### src/rtl/debounce_pkg.sv
// Shared types and defaults for the debounce_sync block.
// Optional input synchronizer is enabled with `define DEBOUNCE_SYNC_EN.
package debounce_pkg;

    // Bit 1 is the debounced level, bit 0 marks a qualification in progress.
    typedef enum logic [1:0] {
        STABLE_LO = 2'd0,
        QUAL_HI   = 2'd1,
        STABLE_HI = 2'd2,
        QUAL_LO   = 2'd3
    } state_t;

    localparam int DEF_SYNC_STAGES     = 2;
    localparam int DEF_DEBOUNCE_CYCLES = 1000;

endpackage

### src/rtl/sync_ff.sv
// Multi-flop synchronizer for a single asynchronous bit.
// Used by debounce_sync when DEBOUNCE_SYNC_EN is defined, and elsewhere.
module sync_ff #(
    parameter int STAGES = 2
) (
    input  logic clk,
    input  logic rst,
    input  logic d,
    output logic q
);

    logic [STAGES-1:0] r_sync;

    // Shift the raw input through the flop chain; all flops clear on reset.
    always_ff @(posedge clk or posedge rst) begin
        if (rst) begin
            r_sync <= '0;
        end else begin
            r_sync <= {r_sync[STAGES-2:0], d};
        end
    end

    assign q = r_sync[STAGES-1];

endmodule

### src/rtl/debounce_sync.sv
// Debouncer: optional synchronizer, stability counter, 4-state FSM.
// Define DEBOUNCE_SYNC_EN to insert the SYNC_STAGES-deep synchronizer.
module debounce_sync
    import debounce_pkg::*;
#(
    parameter int SYNC_STAGES     = DEF_SYNC_STAGES,
    parameter int DEBOUNCE_CYCLES = DEF_DEBOUNCE_CYCLES
) (
    input  logic clk,
    input  logic rst,
    input  logic in,
    output logic out,
    output logic busy
);

    localparam int CNT_W = $clog2(DEBOUNCE_CYCLES);
    localparam logic [CNT_W-1:0] CNT_LAST = CNT_W'(DEBOUNCE_CYCLES - 1);
    localparam logic [CNT_W-1:0] CNT_ONE  = CNT_W'(1);

    if (SYNC_STAGES < 2 || SYNC_STAGES > 4) begin : g_bad_stages
        $error("debounce_sync: SYNC_STAGES must be 2..4");
    end
    if (DEBOUNCE_CYCLES < 2) begin : g_bad_cycles
        $error("debounce_sync: DEBOUNCE_CYCLES must be >= 2");
    end

    logic w_s;

`ifdef DEBOUNCE_SYNC_EN
    sync_ff #(
        .STAGES (SYNC_STAGES)
    ) u_sync (
        .clk (clk),
        .rst (rst),
        .d   (in),
        .q   (w_s)
    );
`else
    assign w_s = in;
`endif

    state_t           r_state;
    logic [CNT_W-1:0] r_cnt;
    logic             r_out;
    logic             r_busy;

    // Qualify level changes on w_s; any bounce restarts from scratch.
    always_ff @(posedge clk or posedge rst) begin
        if (rst) begin
            r_state <= STABLE_LO;
            r_cnt   <= '0;
            r_out   <= 1'b0;
            r_busy  <= 1'b0;
        end else begin
            unique case (r_state)
                STABLE_LO: begin
                    if (w_s) begin
                        r_state <= QUAL_HI;
                        r_cnt   <= CNT_ONE;
                        r_busy  <= 1'b1;
                    end else begin
                        r_cnt   <= '0;
                    end
                end
                QUAL_HI: begin
                    if (!w_s) begin
                        r_state <= STABLE_LO;
                        r_cnt   <= '0;
                        r_busy  <= 1'b0;
                    end else if (r_cnt == CNT_LAST) begin
                        r_state <= STABLE_HI;
                        r_cnt   <= '0;
                        r_out   <= 1'b1;
                        r_busy  <= 1'b0;
                    end else begin
                        r_cnt   <= r_cnt + CNT_ONE;
                    end
                end
                STABLE_HI: begin
                    if (!w_s) begin
                        r_state <= QUAL_LO;
                        r_cnt   <= CNT_ONE;
                        r_busy  <= 1'b1;
                    end else begin
                        r_cnt   <= '0;
                    end
                end
                QUAL_LO: begin
                    if (w_s) begin
                        r_state <= STABLE_HI;
                        r_cnt   <= '0;
                        r_busy  <= 1'b0;
                    end else if (r_cnt == CNT_LAST) begin
                        r_state <= STABLE_LO;
                        r_cnt   <= '0;
                        r_out   <= 1'b0;
                        r_busy  <= 1'b0;
                    end else begin
                        r_cnt   <= r_cnt + CNT_ONE;
                    end
                end
                default: begin
                    r_state <= STABLE_LO;
                    r_cnt   <= '0;
                    r_out   <= 1'b0;
                    r_busy  <= 1'b0;
                end
            endcase
        end
    end

    assign out  = r_out;
    assign busy = r_busy;

endmodule
### config.mk
export PLATFORM = sky130hd
export DESIGN_NAME = debounce_sync
export DESIGN_NICKNAME = d
export VERILOG_FILES = /design/src/rtl/debounce_pkg.sv /design/src/rtl/sync_ff.sv /design/src/rtl/debounce_sync.sv
export SDC_FILE = /design/constraint.sdc
export NUM_CORES = 1
export LEC_CHECK = 0
export ABC_AREA = 1
export BUFFER_PORTS_ARGS = -buffer_cell sky130_fd_sc_hd__buf_2
export CORE_MARGIN = 5
export CORE_UTILIZATION = 35
export CTS_BUF_LIST = sky130_fd_sc_hd__clkbuf_4
export CTS_CLUSTER_SIZE = 8
export DETAILED_ROUTE_END_ITERATION = 8
export PLACE_DENSITY = 0.62
export RECOVER_POWER = 50
export SLEW_MARGIN = 20
export SYNTH_ARGS = -nofsm -noshare
export SYNTH_HDL_FRONTEND = slang
export SYNTH_SLANG_ARGS = --single-unit
### constraint.sdc
create_clock -name clk -period 3.5 [get_ports clk]
set_input_delay 0.35 -clock clk [delete_from_list [all_inputs] [get_ports clk]]
set_output_delay 0.35 -clock clk [all_outputs]
set_load 0.01 [all_outputs]
* Word-level counts from Yosys, hierarchy flattened
Cells that the tools add are included.
** Word-level totals
- Register bits :: 14
- Latch bits :: 0
- Memory bits (writable) :: 0
- ROM bits :: 0
- Input bits :: 3
- Output and inout port bits :: 2
- Logic and storage cells :: 46
- Memories :: 0
** Cells by class
- $add $sub $neg :: 1
- $mul :: 0
- Div/mod/pow operators :: 0
- Order comparisons :: 0
- Eq/ne operators :: 12
- Shift operators :: 0
- Muxes and demuxes :: 24
- Bitwise logic cells :: 0
- Reduce and logical (&&, ||, !) cells :: 5
** Operator list (number)
- one-hot mux 10 bit (4 select lines) :: 1
- two-way mux 10 bit :: 3
- two-way mux 2 bit :: 6
- inequality test 2 bit, second input constant :: 6
- two-way mux 1 bit :: 11
- adder 10 x 1 -> 10 bit, second input constant :: 1
- == test 10 bit, second input constant :: 1
- one-hot mux 2 bit (4 select lines) :: 1
- inequality test 3 bit, second input constant :: 2
- AND reduction 5 bit :: 1
- == test 2 bit, second input constant :: 2
- one-hot mux 1 bit (4 select lines) :: 1
- AND reduction 4 bit :: 1
- == test 2 x 1 -> 1 bit, second input constant :: 1
- zero test 2 bit :: 1
- one-hot mux 1 bit (2 select lines) :: 1
- AND reduction 2 bit :: 1
- nonzero test 2 bit :: 1

* Depth between registers and ports, before layout
- Depth in word-level cells :: 4
- Mapped depth :: 8
- Gate-level depth less buffers :: 8

* Worst setup path after synthesis
OpenSTA, ideal clock, no wires.
- Kind :: register -> register
- Start :: register r_cnt[0]
- End :: register r_cnt[5]
- Setup time :: 0.118 ns
- Arrival :: 1.038 ns
- Required time :: 3.382 ns
- Slack :: 2.345 ns
- Cell stages (with the launch flop) :: 9
- Buffers on the path :: 0
- Clock period less this slack :: 1.155 ns
- Cells stage by stage :: dfrtp_1 > ha_1 > nand2_2 > nor2_2 > nand3_2 > nand2_4 > inv_2 > nand2_1 > nor2_2
** On the way
- Longest elaborated chain between the ends :: 4
- Elaborated cells between the ends (all ways) :: 6
- Those cells by class :: 1 x add/sub; 1 x eq/ne; 4 x mux
** RTL lines
- start: declaration :: line debounce_sync.sv:43 : logic [CNT_W-1:0] r_cnt;
- start signal: assignment :: line debounce_sync.sv:76 : r_cnt <= r_cnt + CNT_ONE;
- start signal: assignment :: line debounce_sync.sv:99 : r_cnt <= r_cnt + CNT_ONE;
- adder 10 x 1 -> 10 bit or == test 10 bit (tied branches)
- two-way mux 10 bit * :: line debounce_sync.sv:70, debounce_sync.sv:93
- two-way mux 10 bit (on tied branches) :: line debounce_sync.sv:89, debounce_sync.sv:66
- one-hot mux 10 bit (4 select lines) * :: line debounce_sync.sv:55 : unique case (r_state)
Mark *: on every way between the ends. The rest lies on a longest branch, timed or not.
A chain may end at the register's enable or synchronous reset.

* Final worst setup path
- Start :: register r_cnt[0]
- End :: register r_cnt[6]
The elaborated chain is that of the path after synthesis.

==> metrics <==
max_cap viols 0; Worst Path Buf+Inv 1; CP Capture Type flop; Netlist Area Pre-Place 777 sq um; most frequent cell after synthesis nand2_1; setup tns final 0 ps; Tmin final 1300 ps; CTS HTree Levels 1; Crit path required time approximately 3700 ps; TritonRoute pass-1 iters 4; total clock sinks 14; Slowest-stage cell, CP dfrtp_1; CTS root buffer clkbuf_4; Final Max Slew Viols 0; Syn Nets 105; pwr/cell area approximately 350 mW/mm^2; fraction of layout cells with a size suffix above 1 0.194; DIE AREA roughly 0.0033 sq mm; post-CTS setup repair buffer count 0; status finished, final reports clean; launch point of the worst reg-to-reg path r_cnt[0]$_DFF_PP0_; CTS Buffer Depth 2; Distinct cells, synth 19; # nets final 114; Fin. Hold Viols 0; first-pass GRT wire length around 2700 um; CTS tree done; final wirelength about 1400 um; Max stage delay on crit path 360 ps; placed insts roughly 130; ys flop type dfrtp_1; ys async rst share 1.00; Tot GR Track Use 0.105; top cell family by delay on the critical path simple AND/OR/NAND/NOR gates; Worst Hold Class primary input to async pin; via count 637; sequential area share after synthesis 0.451; critical path startpoint r_cnt[0]$_DFF_PP0_; routed length per instance 10.5 um; Area Overhead vs Synth 9.66%; gpl congestion about 0.82; worst skew pair latency roughly 280 ps; initial antenna violation count 0; Commonest cells post-synth nand2_1 (27), inv_1 (15), dfrtp_1 (14); CP cell instances ha_1 > nand2_1 > nor2_2 > nand2_1 > nor2_1 > inv_1 > nand2_1 > nor2_1; top cells by area, synth dfrtp_1 (45%), nand2_1 (13%), inv_1 (7.2%); Worst Setup Start Kind flop; PortBufs 4; row cnt 17; clock-pin slew on the worst setup and hold paths 80 ps; worst-margin pin slew 551 ps; crit share post-route 0.373; post-CTS sizing 0; ANT nets after route 0; Synth Register Bits 14; CP Class flop to flop; Most common cell on crit path nand2_1; core area 0.00217 sq mm; clk_skew 3.41 ps; Synth area leader dfrtp_1; Via density 4.68; grt total ovfl 0; CP Data Arrival Time between 1000 and 1500 ps; vias in the first global route 671; RSZ-0062 raised after global routing false; Critical Path Fanout Max 5; hold_buf cts 0; Mean Syn Cell Area roughly 7.7 sq um; CTS buffer count 3; HPWL after detailed placement 1120 um; post-route insts no fill 136; Max Clk Rate 767 MHz; Leakage 0.000391 uW; EDFF count, synth 0; diode count 0; final setup vio count 0; Initial Utilization 0.358; largest net degree at the start of global routing 15; Top Ports 5; total chip power 300 uW; Final Util 0.393; Slew Limit Headroom 0.632; Peak VDD IR 0.000142 V; Die Ht roughly 57 um; Initial DRC Count 21; Die Wd 57.1 um; top-area cell type share of the netlist area 0.451; Synth Warn # 0; Mapped Cells 101; residual DRC count 0
## report_power, final
| group | switching [uW] | internal [uW] |
|---|---|---|
| clock network | 51.7 | 39.9 |
| logic | 22.7 | 11.9 |
| registers | 4.66 | 169 |
| total | 79.1 | 221 |
## worst reg2reg max path, stage by stage, from the launching register on
cell and delay, ps:
dfrtp_1 360, ha_1 170, nand2_1 130, nor2_2 150, nand2_1 90, nor2_1 140
inv_1 60, nand2_1 60, nor2_1 40
## cell type report
cell class / count / area [sq um]
Tap cell: 28 / 35.0
Clock buffer: 3 / 22.5
Inverter: 17 / 63.8
Multi-Input combinational cell: 70 / 360
Fill cell: 226 / 1320
Sequential cell: 14 / 350
Timing Repair Buffer: 4 / 20.0
## state kept, by name, summed over array words and instances (netlist names), named ones only
register  count
r_cnt        10
busy          1
out           1
r_state       1
## cells by family (layout without fill, tap and decap cells)
family,count (synthesis),in the layout,share of synthesized area
flip-flops,14,14,0.451
buffers and inverters,17,24,0.0821
AO/OA/AOI/OAI,10,10,0.0773
adder cells (fa/ha/maj),1,1,0.0161
AND/OR/NAND/NOR,59,59,0.374
## layer usage
layer | share of wire | wire length, um | track usage | up-vias
met5 | 0 | 0 | 0 | -
met4 | 0.015 | 21 | 0.0629 | 0
met3 | 0.022 | 31 | 0.0136 | 3
met2 | 0.49 | 707 | 0.168 | 12
met1 | 0.47 | 674 | 0.134 | 297
li1 | - | - | - | 325
## through the flow
step / setup slack, ps / area [sq um] / hold slack, ps
3_5_place_dp: 2230 / 832 / 432
6_report: 2200 / 852 / 98.6
3_3_place_gp: 2250 / 832 / 416
4_1_cts: 2220 / 855 / 124
5_1_grt: 2040 / 852 / 160
2_1_floorplan: 2340 / 777 / 239
## cell usage in the layout, fill, tap and decap left out, types with 4 or more instances in the layout
master    n
inv_1    15
o21ai_0   5
buf_2     4
dfrtp_1  14
nand2_1  28
nor2_1   13
## worst paths after layout
kind	slack (ps)	to	depth (start not counted)
max in group asynchronous	3040	r_state[0]$_DFFE_PP0P_	2
min reg2reg	500	out$_DFFE_PP0P_	2
max reg2reg	2200	r_cnt[6]$_DFF_PP0_	8
min in group clk	400	flop	3
max	2200	r_cnt[6]$_DFF_PP0_	8
min	100	r_cnt[2]$_DFF_PP0_	2
Power figures use the tool's default switching activity.
